$ cat config.mk
export PLATFORM = sky130hd
export DESIGN_NAME = uart_baud_gen
export DESIGN_NICKNAME = d
export VERILOG_FILES = /design/src/rtl/uart_pkg.sv /design/src/rtl/uart_frac_div.sv /design/src/rtl/uart_baud_gen.sv
export SDC_FILE = /design/constraint.sdc
export NUM_CORES = 1
export LEC_CHECK = 0
export CAP_MARGIN = 15
export CELL_PAD_IN_SITES_DETAIL_PLACEMENT = 1
export CELL_PAD_IN_SITES_GLOBAL_PLACEMENT = 1
export CORE_MARGIN = 8
export CORE_UTILIZATION = 45
export CTS_CLUSTER_SIZE = 10
export DETAILED_ROUTE_END_ITERATION = 10
export PLACE_DENSITY = 0.78
export SYNTH_ARGS = -nofsm -noshare
export SYNTH_HDL_FRONTEND = slang
export SYNTH_SLANG_ARGS = --single-unit
$ cat constraint.sdc
create_clock -name clk -period 12.8 [get_ports clk]
set_input_delay 2.56 -clock clk [delete_from_list [all_inputs] [get_ports clk]]
set_output_delay 2.56 -clock clk [all_outputs]
set_load 0.01 [all_outputs]
$ cat src/rtl/uart_pkg.sv
// Shared types and helpers for the UART bit-timing blocks.
package uart_pkg;

    typedef enum logic [1:0] {
        IDLE = 2'd0,
        RUN  = 2'd1,
        DONE = 2'd2
    } state_t;

    // Rounded {int, frac} divisor for CLK_FREQ / (BAUD * OVERSAMPLE).
    function automatic longint unsigned calc_div(
        input longint unsigned clk_freq,
        input longint unsigned baud,
        input longint unsigned os,
        input longint unsigned frac_w
    );
        longint unsigned num;
        longint unsigned den;
        num = clk_freq << frac_w;
        den = baud * os;
        return (2 * num + den) / (2 * den);
    endfunction

    // Counter width for a modulus, never narrower than one bit.
    function automatic int unsigned cnt_w(input int unsigned n);
        return (n <= 1) ? 1 : $clog2(n);
    endfunction

endpackage

$ cat src/rtl/uart_frac_div.sv
// Fractional clock divider: holds the divisor and emits one tick_os per
// int + frac/2^FRAC_W cycles on average.
module uart_frac_div #(
    parameter int unsigned               DIV_W     = 16,
    parameter int unsigned               FRAC_W    = 8,
    parameter logic [DIV_W+FRAC_W-1:0]   DIV_RESET = '0
) (
    input  logic                      clk,
    input  logic                      rst,
    input  logic                      active,
    input  logic                      clr,
    input  logic                      load,
    input  logic [DIV_W+FRAC_W-1:0]   load_val,
    output logic                      tick_os
);
    localparam int unsigned TOT_W = DIV_W + FRAC_W;

    logic [TOT_W-1:0]  div_q;
    logic [DIV_W-1:0]  os_cnt;
    logic [FRAC_W-1:0] frac_acc;
    logic [DIV_W-1:0]  div_int;
    logic [FRAC_W-1:0] div_frac;
    logic [DIV_W-1:0]  load_int;
    logic [FRAC_W-1:0] frac_sum;
    logic              carry;
    logic [DIV_W:0]    last_cnt;

    // Period length is int plus the carry out of the fractional accumulator.
    always_comb begin
        div_int           = div_q[TOT_W-1:FRAC_W];
        div_frac          = div_q[FRAC_W-1:0];
        {carry, frac_sum} = {1'b0, frac_acc} + {1'b0, div_frac};
        last_cnt          = {1'b0, div_int} + (DIV_W+1)'(carry) - (DIV_W+1)'(1);
        tick_os           = active && ({1'b0, os_cnt} == last_cnt);
        load_int          = (load_val[TOT_W-1:FRAC_W] == '0) ? DIV_W'(1)
                                                              : load_val[TOT_W-1:FRAC_W];
    end

    always_ff @(posedge clk) begin
        if (!rst) begin
            div_q    <= DIV_RESET;
            os_cnt   <= '0;
            frac_acc <= '0;
        end else begin
            if (load) begin
                div_q <= {load_int, load_val[FRAC_W-1:0]};
            end
            if (clr) begin
                os_cnt   <= '0;
                frac_acc <= '0;
            end else if (active) begin
                os_cnt <= tick_os ? '0 : os_cnt + DIV_W'(1);
                if (load) begin
                    frac_acc <= '0;
                end else if (tick_os) begin
                    frac_acc <= frac_sum;
                end
            end
        end
    end

endmodule

$ cat src/rtl/uart_baud_gen.sv
// UART bit timer shared by TX and RX: oversample, mid-bit and end-of-bit
// ticks plus frame bit index, with a runtime fractional divisor.
module uart_baud_gen
    import uart_pkg::*;
#(
    parameter int unsigned CLK_FREQ   = 100_000_000,
    parameter int unsigned BAUD       = 115200,
    parameter int unsigned OVERSAMPLE = 16,
    parameter int unsigned DIV_W      = 16,
    parameter int unsigned FRAC_W     = 8,
    parameter int unsigned FRAME_BITS = 10
) (
    input  logic                                clk,
    input  logic                                rst,
    input  logic                                en,
    input  logic                                oneshot,
    input  logic                                div_wr,
    input  logic [DIV_W+FRAC_W-1:0]             div_in,
    output logic                                div_busy,
    output logic                                tick_os,
    output logic                                bit_mid,
    output logic                                bit_end,
    output logic [cnt_w(FRAME_BITS)-1:0]        bit_idx,
    output logic                                frame_done,
    output logic                                running
);
    localparam int unsigned TOT_W = DIV_W + FRAC_W;
    localparam int unsigned OS_W  = cnt_w(OVERSAMPLE);
    localparam int unsigned IDX_W = cnt_w(FRAME_BITS);
    localparam logic [TOT_W-1:0] DIV_RESET =
        TOT_W'(calc_div(64'(CLK_FREQ), 64'(BAUD), 64'(OVERSAMPLE), 64'(FRAC_W)));

    state_t            state_q;
    state_t            state_d;
    logic [OS_W-1:0]   sub_cnt;
    logic [TOT_W-1:0]  pend_q;
    logic              clr_c;
    logic              load_c;
    logic [TOT_W-1:0]  load_val_c;
    logic              pend_set_c;
    logic              pend_clr_c;

    always_ff @(posedge clk) begin
        if (!rst) state_q <= IDLE;
        else      state_q <= state_d;
    end

    always_comb begin
        state_d = state_q;
        case (state_q)
            IDLE:    if (en) state_d = RUN;
            RUN:     if (!en) state_d = IDLE;
                     else if (frame_done && oneshot) state_d = DONE;
            DONE:    if (!en) state_d = IDLE;
            default: state_d = IDLE;
        endcase
        clr_c = (state_d != RUN);
    end

    always_comb begin
        running    = (state_q == RUN);
        bit_mid    = tick_os && (sub_cnt == OS_W'(OVERSAMPLE/2 - 1));
        bit_end    = tick_os && (sub_cnt == OS_W'(OVERSAMPLE - 1));
        frame_done = bit_end && (bit_idx == IDX_W'(FRAME_BITS - 1));
    end

    // Outside RUN writes go straight in; inside RUN they wait for a bit boundary.
    always_comb begin
        load_c     = 1'b0;
        load_val_c = div_in;
        pend_set_c = 1'b0;
        pend_clr_c = 1'b0;
        if (state_q != RUN || !en) begin
            if (div_wr) begin
                load_c = 1'b1;
            end else if (div_busy) begin
                load_c     = 1'b1;
                load_val_c = pend_q;
            end
            pend_clr_c = div_busy;
        end else begin
            if (bit_end && div_busy) begin
                load_c     = 1'b1;
                load_val_c = pend_q;
                pend_clr_c = 1'b1;
            end
            pend_set_c = div_wr;
        end
    end

    always_ff @(posedge clk) begin
        if (!rst) begin
            pend_q   <= '0;
            div_busy <= 1'b0;
        end else if (pend_set_c) begin
            pend_q   <= div_in;
            div_busy <= 1'b1;
        end else if (pend_clr_c) begin
            div_busy <= 1'b0;
        end
    end

    always_ff @(posedge clk) begin
        if (!rst) begin
            sub_cnt <= '0;
            bit_idx <= '0;
        end else if (clr_c) begin
            sub_cnt <= '0;
            bit_idx <= '0;
        end else if (tick_os) begin
            sub_cnt <= bit_end ? '0 : sub_cnt + OS_W'(1);
            if (bit_end) begin
                bit_idx <= frame_done ? '0 : bit_idx + IDX_W'(1);
            end
        end
    end

    uart_frac_div #(
        .DIV_W     (DIV_W),
        .FRAC_W    (FRAC_W),
        .DIV_RESET (DIV_RESET)
    ) u_frac_div (
        .clk      (clk),
        .rst      (rst),
        .active   (running),
        .clr      (clr_c),
        .load     (load_c),
        .load_val (load_val_c),
        .tick_os  (tick_os)
    );

endmodule
Word level (Yosys, flattened, before mapping)
Index checks and enable logic that the tools add are counted.
W data, S select, Z words.
{"block": "op_classes", "addsub": 6, "mul": 0, "div_mod_pow": 0, "n_lt_le_gt_ge": 0, "eq_ne": 8, "n_shift": 0, "mux": 23, "bitwise": 1, "n_reduce_logical": 15}
{"op": "$mux W24", "count": 4}
{"op": "$mux W16", "count": 2}
{"op": "$add A16 B1 Y17", "count": 1}
{"op": "$eq A16 B17 Y1", "count": 1}
{"op": "$sub A17 B1 Y17 const B", "count": 1}
{"op": "$add A16 B1 Y16 const B", "count": 1}
{"op": "$logic_not A16 Y1", "count": 1}
{"op": "$mux W8", "count": 2}
{"op": "$add A8 B8 Y9", "count": 1}
{"op": "$add A4 B1 Y4 const B", "count": 2}
{"op": "$eq A4 B4 Y1 const B", "count": 2}
{"op": "$mux W1", "count": 8}
{"op": "$mux W2", "count": 4}
{"op": "$mux W4", "count": 2}
{"op": "$logic_and A1 B1 Y1", "count": 6}
{"op": "$pmux W2 S3", "count": 1}
{"op": "$eq A4 B3 Y1 const B", "count": 1}
{"op": "$ne A2 B1 Y1 const B", "count": 2}
{"op": "$reduce_and A2 Y1", "count": 2}
{"op": "$reduce_bool A2 Y1", "count": 2}
{"op": "$eq A2 B1 Y1 const B", "count": 1}
{"op": "$eq A2 B2 Y1 const B", "count": 1}
{"op": "$logic_not A2 Y1", "count": 1}
{"op": "$reduce_or A2 Y1", "count": 1}
{"op": "other kinds (3)", "count": 3}
{"block": "word_totals", "register_bits": 83, "latchBits": 0, "mem_bits_rw": 0, "rom_bits": 0, "in_bits": 29, "out_inout_bits": 10, "elab_cells": 61, "n_memories": 0}

Longest topological paths before layout
{"block": "depth", "word_depth": 13, "ltp_mapped": 22, "ltp_nobuf": 19}

By module
From an unflattened synthesis, not the netlist that was laid out.
{"block": "hier_totals", "cells_unflattened": 530, "area_unflattened_um2": 4762.1}
{"mod": "uart_frac_div", "instances": 1, "cells_per_inst": 330, "area_per_inst_um2": 2909.0, "seq_area_each_um2": 960.9}
{"mod": "uart_baud_gen", "instances": 1, "cells_per_inst": 200, "area_per_inst_um2": 1853.0, "seq_area_each_um2": 700.7}

Least setup slack after synthesis
No wires, ideal clock.
{"block": "synth_path", "kind": "register -> output", "startpoint": "reg u_frac_div.frac_acc[0]", "endpoint": "out frame_done", "t_arrival_ns": 4.364, "required_time_ns": 10.240, "slack_ns": 5.876, "stages_incl_launch_ff": 21, "path_buffers": 2, "path_cell_list": "dfxtp_1 ha_1 inv_1 fa_1 nor2b_1 o21ai_0 a21oi_1 o21ai_0 nand2b_1 a21o_1 a21oi_1 ha_1 or4b_4 buf_6 or4_1 xnor2_1 a211oi_2 nand4_1 clkbuf_1 nor3_1 and2_1"}
{"block": "synth_between", "elab_chain_len": 7}
{"element": "from (decl)", "line": "uart_frac_div.sv:20", "rtl": "logic [FRAC_W-1:0] frac_acc;"}
{"element": "from (signal assigned)", "line": "uart_frac_div.sv:56", "rtl": "frac_acc <= frac_sum;"}
{"element": "$add A8 B8 Y9", "line": "uart_frac_div.sv:32", "rtl": "{carry, frac_sum} = {1'b0, frac_acc} + {1'b0, div_frac};"}
{"element": "$add A16 B1 Y17", "line": "uart_frac_div.sv:33", "rtl": "last_cnt = {1'b0, div_int} + (DIV_W+1)'(carry) - (DIV_W+1)'(1);"}
{"element": "$sub A17 B1 Y17", "line": "uart_frac_div.sv:33"}
{"element": "$eq A16 B17 Y1", "line": "uart_frac_div.sv:34", "rtl": "tick_os = active && ({1'b0, os_cnt} == last_cnt);"}
{"element": "$logic_and A1 B1 Y1", "line": "uart_frac_div.sv:34"}
{"element": "$logic_and A1 B1 Y1", "line": "uart_baud_gen.sv:63", "rtl": "bit_end = tick_os && (sub_cnt == OS_W'(OVERSAMPLE - 1));"}
{"element": "named net bit_end", "line": "uart_baud_gen.sv:22", "rtl": "output logic bit_end,"}
{"element": "$logic_and A1 B1 Y1", "line": "uart_baud_gen.sv:64", "rtl": "frame_done = bit_end && (bit_idx == IDX_W'(FRAME_BITS - 1));"}
{"element": "to (decl)", "line": "uart_baud_gen.sv:24", "rtl": "output logic frame_done,"}
The timed path passes the listed nets, and every way through them passes these cells.

Final worst setup path
{"block": "layout_path", "startpoint": "reg u_frac_div.frac_acc[0]", "endpoint": "out frame_done"}
{"block": "layout_between", "elab_chain_len": 7}
{"element": "$add A8 B8 Y9", "line": "uart_frac_div.sv:32"}
{"element": "$add A16 B1 Y17", "line": "uart_frac_div.sv:33"}
{"element": "$sub A17 B1 Y17", "line": "uart_frac_div.sv:33"}
{"element": "$eq A16 B17 Y1", "line": "uart_frac_div.sv:34"}
{"element": "$logic_and A1 B1 Y1", "line": "uart_frac_div.sv:34"}
{"element": "$logic_and A1 B1 Y1", "line": "uart_baud_gen.sv:63"}
{"element": "$logic_and A1 B1 Y1", "line": "uart_baud_gen.sv:64"}
No other way between the ends.

==> key figures <==
Logic synthesis
  – Async set or reset register ratio after synthesis: 0%
  – Number of enable flip-flop cells after synthesis: 0
  – Number of storage elements in the synthesis netlist: 83
  – Synth Instances: between 500 and 600
  – Main flop type after synthesis: dfxtp_1
  – Synth warn: 0
  – Sequential element share of the synthesized area: between 30 and 40%
  – Cell area after synthesis: ~4700 sq um
  – Avg Inst Size Synth: just under 9 sq um
  – Net count after synthesis: 581
  – Cell variety after synth: between 60 and 70

Placed design
  – PortBufs: 38
  – Placement Setup Slack: ~4.8 ns
  – Post-placement cell count: between 600 and 700
  – Gp weighted congestion: roughly 0.80
  – Hpwl dp: slightly above 9 mm

Floorplanning
  – Standard-cell row count: 37
  – Area enclosed by the die boundary: 13,800 sq um
  – Floorplan core area: 10,200 sq um
  – Effective utilization at floorplan: a little under half
  – Die span in y: between 100 and 150 um
  – Count of boundary I/O pins: 39
  – Die Width: about 120 um

Finish
  – Post-route insts no fill: about 700
  – Synth-to-Final Area Change: 13.1%
  – Final Core Density: roughly half
  – Commonest non-fill, non-tap cell in the layout: dfxtp_1
  – Proportion of layout cells with a drive suffix above 1: under 10%
  – Final-stage net count: 600
  – Diodes inserted: 0
  – Commonest non-fill, non-tap cells in the layout: dfxtp_1, nand2_1, clkdlybuf4s50_1

Timing
  – Crit share post-route: between 60% and 70%
  – Worst hold slack after final layout: between 0.4 and 0.5 ns
  – Hold Fails Final Rpt: 0
  – Layout Skew: ~0.017 ns
  – Worst Tran Pin Value: roughly 0.98 ns
  – Setup repair after global routing missed its margin: no
  – Final setup margin: roughly 4.3 ns
  – Final Setup Violations: 0
  – Shortest clock period the worst path allows after layout: approximately 8.5 ns
  – Summed negative setup slack over all endpoints: 0 ns
  – Remaining max-slew budget at the tightest pin: roughly a third
  – Highest clock frequency the design can meet: 118 MHz
  – Slew Viols, Final: 0

Clock tree
  – Clock latency of the later-clocked register in the worst-skew pair: ~0.37 ns
  – # Post-CTS Setup Buffers: 0
  – Number of H-tree levels: 3
  – Quantity of gates resized following cts: 0
  – Clock tree from TritonCTS: done
  – Number of clock buffers inserted by TritonCTS: 9
  – Number of sinks handled by clock tree synthesis: between 80 and 90
  – Clock tree root driver cell: clkbuf_8
  – Number of buffers between clock root and the deepest sink: 2
  – Clock-pin slew reported for the worst setup and hold paths after clock tree synthesis: ~0.08 ns
  – CTS Hold Buffers Added: 0

Worst setup path
  – Startpoint class of the critical path: flip-flop
  – CP max FO: 11
  – Slowest stage cell, crit path: or4_1
  – Crit-path max cell delay: 0.57 ns
  – Critical path, cell by cell: ha_1, inv_1, fa_1, nor2b_1, o21ai_0, a21oi_1, o21ai_0, nand2b_1, a21o_1, a21oi_1, ha_1, or4b_4, or4_1, xnor2_1, a211oi_2, nand4_1, nor3_1, and2_1, clkdlybuf4s50_1
  – Critical path class: flip-flop to primary output
  – Worst endpoint data arrival time: between 5 and 6 ns
  – Required time reported for the critical path endpoint: 10.24 ns
  – Worst Setup End Kind: primary output

Global route
  – Global-route wire length before repair: ~22 mm
  – Met3 Track Usage GR: roughly 3.4%
  – Maximum number of pins on one net before global-route repair: 57
  – Grt met2 use: between 30% and 40%
  – Global routing usage on met1: 23.5%
  – Congestion Overflow GR: 0
  – Initial antenna violation count: 0
  – Aggregate global-route resource usage: a little under a fifth
  – Layer carrying the most global-route usage: met2
  – Vias in the first global route: about 4,300

Job
  – # Max-Cap Violations: 0

Power and ir drop
  – Leakage power of the design: around 0.0018 uW
  – Power per unit of standard cell area: between 100 and 150 nW/um^2
  – IR Drop Worst-Case VDD: approximately 66 uV

Detailed routing
  – Final routed wire length divided by cell count: around 18 um
  – Average via count per standard cell: around 5.8
  – Wire length reported by the detailed router: 12.8 mm
  – Count of routing violations after the opening detailed-route iteration: approximately 220
  – Detail Route Antenna Nets: 0
  – DR vias: 4,062
  – Number of remaining DRC errors: 0
  – Number of iterations in the first detailed-routing pass: 4

Status
  – Result of the run: finished, final reports clean

Min path
  – Worst min-delay path category: flip-flop to flip-flop
[cells by family (layout without fill, tap and decap cells)]
family | Yosys count | in the layout | share of synthesized area (%)
flip-flops | 83 | 83 | 35.7
XOR/XNOR | 40 | 40 | 7.85
AO/OA/AOI/OAI | 139 | 139 | 24.1
buffers and inverters | 53 | 77 | 4.92
AND/OR/NAND/NOR | 206 | 206 | 23.0
multiplexers | 1 | 1 | 0.215
adder cells (fa/ha/maj) | 15 | 15 | 4.20
[synthesized netlist by cell type (2+ instances only)]
library cell,n,share of area (%)
o221ai_1,2,0.38
xor2_1,21,4.0
o32ai_1,2,0.38
buf_6,3,0.73
or4b_4,2,0.59
o21a_1,18,2.9
and3_1,5,0.67
nand2_1,82,6.6
nor4_1,10,1.3
o31a_1,2,0.38
a21o_1,4,0.65
ha_1,14,3.8
o31ai_2,6,1.6
a21oi_1,16,1.7
a211oi_1,2,0.32
or4_1,5,0.81
o31ai_1,6,0.97
nor3_1,11,1.2
o21ai_0,12,1.3
o221a_2,17,4.1
buf_2,3,0.32
a22oi_1,5,0.81
nor4_4,2,0.91
nand2b_1,3,0.40
dfxtp_1,83,36
or3_1,7,0.94
a21boi_0,26,4.2
nor2_1,32,2.6
nand3_1,10,1.1
nor3b_1,3,0.48
o21ai_1,2,0.22
nor2b_1,11,1.5
inv_1,21,1.7
xnor2_1,18,3.4
buf_1,2,0.16
o211ai_1,7,1.1
nand4_1,11,1.5
clkbuf_1,23,1.9
and2_1,4,0.54
[critical path: cells and delay by family, from the launching register on]
kind | cells | cell delay (ns)
simple gates | 7 | 2.43
compound gates | 6 | 1.39
buf+inv | 2 | 0.61
flops | 1 | 0.32
xor+xnor | 1 | 0.18
fa+ha+maj | 3 | 0.63
[report_power, final]
| group | switching [uW] | internal [uW] |
|---|---|---|
| clock | 110 | 75.5 |
| sequential | 10.8 | 266 |
| combinational | 40.7 | 33.6 |
| total | 162 | 375 |
[registers in the layout, indices dropped and copies added, names as in the netlist]
| name | flops |
|---|---|
| state_q | 2 |
| u_frac_div.os_cnt | 16 |
| sub_cnt | 4 |
| u_frac_div.div_q | 24 |
| div_busy | 1 |
| pend_q | 24 |
| u_frac_div.frac_acc | 8 |
| bit_idx | 4 |
[through the flow]
| step | power, uW | instance area, sq um |
|---|---|---|
| final | 537 | 5260 |
| after global routing | 560 | 5260 |
| after CTS | 541 | 5260 |
| after detailed placement | 356 | 5070 |
| after global placement | 354 | 5070 |
| after floorplan | 330 | 4650 |
[area by class of cell]
type | instances | area (sq um)
clock inverters | 6 | 57.6
clock buffers | 10 | 128
multi-input cells | 401 | 2770
fillers | 1212 | 4920
inverters | 21 | 78.8
well taps | 136 | 170
flip-flops and latches | 83 | 1660
repair buffers | 40 | 395
[path summary, 6_finish.rpt]
check	cells after the start	end	slack, ns	startpoint
max	19	frame_done	4.31	u_frac_div.frac_acc[0]
min reg2reg	2	u_frac_div.frac_acc[0]	0.47	u_frac_div.frac_acc[0]
min	2	u_frac_div.frac_acc[0]	0.47	u_frac_div.frac_acc[0]
max reg2reg	18	u_frac_div.div_q[22]	7.30	u_frac_div.frac_acc[0]
[layer usage]
| metal | up-vias | part of all wire (%) |
|---|---|---|
| li1 | 1976 | - |
| met1 | 2009 | 48 |
| met2 | 61 | 48 |
| met3 | 16 | 2.7 |
| met4 | 0 | 1.5 |
| met5 | - | 0 |
(Power assumes the default switching activity.)
==> RTL change 1: new RTL, same flow settings <==
Set the parameter `FRAME_BITS` to 5 (it was 10).
--- a/src/rtl/uart_baud_gen.sv
+++ b/src/rtl/uart_baud_gen.sv
@@ -8,7 +8,7 @@
     parameter int unsigned OVERSAMPLE = 16,
     parameter int unsigned DIV_W      = 16,
     parameter int unsigned FRAC_W     = 8,
-    parameter int unsigned FRAME_BITS = 10
+    parameter int unsigned FRAME_BITS = 5
 ) (
     input  logic                                clk,
     input  logic                                rst,
Ports: changed (resized bit_idx); port bits go from 39 to 38. No check against the original RTL was run, so the function may have changed too.
==> RTL change 1 against the original RTL <==
- routed wire length shrank 2.1%
- sequential cell count shrank 1
- combinational power shrank 18%
- design area shrank 2.9%
- total power grew 3.1%
- area after synthesis shrank 3.7%
- utilization grew 0.87 points
- worst setup slack gained 0.59 ns
- largest power group unchanged
- highest routed layer unchanged
==> RTL change 1: results (changes against the original RTL) <==
stage,metric,value,unit,change
routing,drt pass-1 iters,4,,unchanged
routing,routed wire length,12.50,mm,-2.1%
placed_design,Setup WS pre-CTS,5.339,ns,+0.5626 ns
power,Worst IR Drop VDD,0.08890,mV,+35%
synth,sequential element share of the synthesized area,36.63,%,+0.91 points
cells_and_area,fin nets,601,,+0.17%
setup_path,arrival time at the worst endpoint,5.34,ns,-0.59 ns
power,Leak,1.878,nW,+2.4%
placed_design,routability congestion estimate,0.8599,,+7.5%
setup_path,Max stage delay on crit path,0.57,ns,about the same
power,Clk. pwr,220,uW,+18%
global_routing,vias in the first global route,4213,,-1.5%
global_routing,largest net degree at the start of global routing,51,,-11%
hold_path,Worst Hold Class,register to register,,
synth,Synth Net Count,579,,-0.34%
placed_design,placed cell count,679,,-0.29%
outcome,outcome,completed,,
routing,vias,3940,,-3.0%
synth,Synth area leaders,"dfxtp_1 37%, nor2_1 6.2%, nand2_1 6.0%, a21boi_0 4.0%, ha_1 3.9%",,
sta,slew of the pin with the lowest slew margin,1.118,ns,+0.1410 ns
floorplanning,Rows,36,,-2.7%
setup_path,CP Max Fanout,6,,-5
synth,Synth cell types,70,,+11%
synth,mean area per synthesized cell,8.377,um2,-3.3%
global_routing,GRT Total Usage,20.16,%,+1.4 points
cells_and_area,biggest regs,"pend_q: 24 flops, u_frac_div.div_q: 24 flops, u_frac_div.os_cnt: 16 flops",,
sta,clock skew,0.008412,ns,-0.008477 ns
placed_design,I/O Buffers,37,,-2.6%
cells_and_area,fraction of layout cells with a size suffix above 1,7.117,%,-2.3 points
power,sequential share of power,49.2,%,-2.4 points
global_routing,first-pass GRT wire length,21.27,mm,-1.7%
cts,Worst-path clk slew,0.08,ns,about the same
routing,initial drt markers,153,,-31%
cells_and_area,post-route non-filler standard cell count,695,,-0.29%
placed_design,dpl hpwl,8.926,mm,-3.7%
cells_and_area,Fillers,1199,,-1.1%
synth,post-synthesis cell count,535,,-0.37%
synth,leading cell types by count after synthesis,"82 x dfxtp_1, 74 x nor2_1, 72 x nand2_1",,
power,Internal Power,410.9,uW,+9.5%
RTL change 1: metrics by stage:
step / power (mW) / cell area (um2) / util (%) / hold WS [ns]
after floorplan: 0.3166 / 4482 / - / 0.4402
after global placement: 0.3379 / 4881 / 50.17 / 0.4460
after detailed placement: 0.3398 / 4881 / 50.17 / 0.4628
after CTS: 0.5600 / 5110 / 52.52 / 0.4750
after global routing: 0.5775 / 5110 / 52.52 / 0.4983
final: 0.5538 / 5110 / 52.52 / 0.4695
RTL change 1: cell type report:
type                            count  area share [%]
Clock buffer                       12           3.036
Clock inverter                      4           1.445
Inverter                           15           1.102
Multi-Input combinational cell    411           51.64
Sequential cell                    82           32.13
Tap cell                          133           3.257
Timing Repair Buffer               38           7.395
RTL change 1: worst paths after layout:
check | depth (start not counted) | end | slack [ns] | from
max | 20 | frame_done | 4.90 | u_frac_div.frac_acc[0]$_SDFFE_PP0P_
min | 2 | pend_q[6]$_SDFFE_PN0P_ | 0.47 | pend_q[6]$_SDFFE_PN0P_
max reg2reg | 20 | u_frac_div.div_q[10]$_SDFFE_PN1N_ | 7.49 | u_frac_div.frac_acc[0]$_SDFFE_PP0P_
min reg2reg | 2 | pend_q[6]$_SDFFE_PN0P_ | 0.47 | pend_q[6]$_SDFFE_PN0P_
RTL change 1: kinds of logic after synthesis:
kind of cell | after synthesis | synth area share (%)
AND/OR/NAND/NOR | 241 | 27.81
AO/OA/AOI/OAI | 113 | 18.29
flip-flops | 82 | 36.63
buffers and inverters | 42 | 4.494
XOR/XNOR | 37 | 7.231
adder cells (fa/ha/maj) | 15 | 4.355
multiplexers | 5 | 1.200
RTL change 1: routing by layer:
layer  wire [um]  track usage (%)  vias to the layer above
li1            -                -                     1940
met1        5660            23.57                     1929
met2        6225            34.80                       59
met3         495            6.149                       12
met4         120            5.618                        0
met5           0                0                        -
==> RTL change 2: new RTL, same flow settings <==
Without the edit above. Make the reset (`rst`) asynchronous in 4 clocked blocks.
--- a/src/rtl/uart_frac_div.sv
+++ b/src/rtl/uart_frac_div.sv
@@ -36,7 +36,7 @@
                                                               : load_val[TOT_W-1:FRAC_W];
     end
 
-    always_ff @(posedge clk) begin
+    always_ff @(posedge clk or negedge rst) begin
         if (!rst) begin
             div_q    <= DIV_RESET;
             os_cnt   <= '0;
--- a/src/rtl/uart_baud_gen.sv
+++ b/src/rtl/uart_baud_gen.sv
@@ -40,7 +40,7 @@
     logic              pend_set_c;
     logic              pend_clr_c;
 
-    always_ff @(posedge clk) begin
+    always_ff @(posedge clk or negedge rst) begin
         if (!rst) state_q <= IDLE;
         else      state_q <= state_d;
     end
@@ -88,7 +88,7 @@
         end
     end
 
-    always_ff @(posedge clk) begin
+    always_ff @(posedge clk or negedge rst) begin
         if (!rst) begin
             pend_q   <= '0;
             div_busy <= 1'b0;
@@ -100,7 +100,7 @@
         end
     end
 
-    always_ff @(posedge clk) begin
+    always_ff @(posedge clk or negedge rst) begin
         if (!rst) begin
             sub_cnt <= '0;
             bit_idx <= '0;
Behaviour: differs if rst is asserted again (counterexample within 4 cycles, from zero or initial values and one cycle with rst low); with rst held inactive, the same outputs for 10 cycles.
==> RTL change 2 against the original RTL <==
- clock power rose by 16%
- routed wire length decreased by 3.3%
- fmax up 5.4%
- sequential power increased by 17%
- non-clock buffer count up 1
- area after synthesis rose by 3.0%
- total power increased by 21%
- critical path type unchanged
- sequential cell count did not move
- design area is 4.4% higher
- worst setup slack better by 0.44 ns
- critical path depth did not move
- largest cell class unchanged
- register-to-register slack got worse by 0.58 ns
==> RTL change 2: results (changes against the original RTL) <==
stage,metric,value,unit,change
outcome,outcome,completed,,
synth,area fraction in compound gates after synthesis,17.99,%,-6.1 points
cts,# resized after CTS,0,,unchanged
hold_path,hold_sp,u_frac_div.frac_acc[5]$_DFFE_PN0P_,,
routing,wire per inst,20.08,um,+9.6%
synth,Synth Net Count,486,,-16%
setup_path,reg-to-reg setup timing slack,6.72,ns,-0.58 ns
synth,adder-cell share of the synthesized area,4.074,%,-0.12 points
synth,cell with the most instances after synthesis,dfrtp_1,,
sta,clock skew,0.009431,ns,-0.007458 ns
setup_path,Max stage delay on crit path,0.57,ns,about the same
global_routing,vias in the first global route,4041,,-5.6%
routing,Avg Vias per Cell,5.982,,+2.6%
placed_design,Setup WS pre-CTS,5.172,ns,+0.3963 ns
setup_path,Critical-path top delay cell,clkdlybuf4s50_1,,
synth,Post-Synth XOR/XNOR Area,7.313,%,-0.54 points
global_routing,GR Layer Usage met1,23.23,%,-0.24 points
routing,initial drt markers,188,,-16%
routing,# DRC,0,,unchanged
synth,Synth area leaders,"dfrtp_1 40%, mux2_2 5.6%, o221a_1 4.7%, xnor2_1 4.4%, o22a_1 4.0%",,
placed_design,dpl hpwl,8.656,mm,-6.6%
synth,leading cell types by count after synthesis,"77 x dfrtp_1, 38 x nor2_1, 24 x mux2_2, 24 x xnor2_1, 22 x o22a_1",,
setup_path,RR Endpoint,u_frac_div.div_q[23]$_DFFE_PN0P_,,
power,Worst IR Drop VDD,0.07899,mV,+20%
routing,Routed met3 length,426,um,+24%
routing,Routed met1 length,5.701,mm,-6.7%
setup_path,Critical Path Start,u_frac_div.frac_acc[0]$_DFFE_PN0P_,,
sta,slew of the pin with the lowest slew margin,1.131,ns,+0.1543 ns
synth,Synth cell types,64,,+1.6%
setup_path,CP Max Fanout,12,,+1
synth,sequential element share of the synthesized area,43.51,%,+7.8 points
synth,prevailing post-synth register cell,dfrtp_1,,
cells_and_area,Fillers,1113,,-8.2%
global_routing,routing usage on met3,3.732,%,+0.37 points
synth,asr flop ratio synth,100.0,%,+100 points
hold_path,Hold Crit Depth,1,,-1
placed_design,routability congestion estimate,0.8469,,+5.9%
global_routing,largest net degree at the start of global routing,83,,+46%
power,Leak,2.157,nW,+18%
power,sw power,190.4,uW,+18%
hold_path,Worst Hold End,u_frac_div.frac_acc[5]$_DFFE_PN0P_,,
synth,multiplexer area fraction after synthesis,6.686,%,+6.5 points
global_routing,first-pass GRT wire length,21.01,mm,-2.9%
routing,met2 routed WL,6.036,mm,-1.6%
cells_and_area,fraction of layout cells with a size suffix above 1,13.57,%,+4.1 points
cells_and_area,fin nets,518,,-14%
setup_path,worst reg2reg path depth,20,,+2
sta,final hold slack,0.5106,ns,+0.04481 ns
global_routing,GRT Total Usage,18.07,%,-0.73 points
global_routing,global routing met2 resource utilization,29.68,%,-2.2 points
-- RTL change 2: stage by stage --
step	power [mW]	utilization [%]	cell area [um2]	cells
after floorplan	0.3982	-	4791	442
after global routing	0.6828	53.17	5489	615
after global placement	0.4308	50.45	5209	597
final	0.6515	53.17	5489	615
after detailed placement	0.4382	50.45	5209	597
after CTS	0.6536	52.64	5434	613
-- RTL change 2: cells by family (layout without fill, tap and decap cells) --
| family | Yosys count | count (layout) |
|---|---|---|
| xor gates and xnor gates | 40 | 40 |
| and+or+nand+nor | 145 | 145 |
| muxes | 29 | 29 |
| DFF | 83 | 83 |
| adders and majority gates | 15 | 15 |
| buffers and inverters | 32 | 69 |
| AOI/OAI and AO/OA | 98 | 98 |
-- RTL change 2: final cells by class --
type	count	area (um2)	area share, %
Clock buffer	9	123.9	2.257
Clock inverter	7	101.3	1.846
Inverter	12	45.04	0.8206
Multi-Input combinational cell	327	2524	45.98
Sequential cell	83	2085	37.98
Tap cell	136	170.2	3.100
Timing Repair Buffer	41	440.4	8.024
-- RTL change 2: how the worst max path moves through the flow --
stage	end	slack, ns	cells past startpoint
6_report	bit_mid	4.75	19
3_5_place_dp	bit_mid	5.17	19
4_1_cts	bit_mid	4.70	19
2_1_floorplan	bit_mid	6.23	19
3_3_place_gp	bit_mid	5.48	19
5_1_grt	bit_mid	4.36	19
-- RTL change 2: power by group through the flow --
stage	Sequential (mW)	Clock (mW)	Combinational, mW
2_1_floorplan	0.315	0	0.0829
3_3_place_gp	0.327	0	0.104
3_5_place_dp	0.330	0	0.108
4_1_cts	0.325	0.220	0.110
5_1_grt	0.330	0.232	0.121
6_report	0.325	0.216	0.110
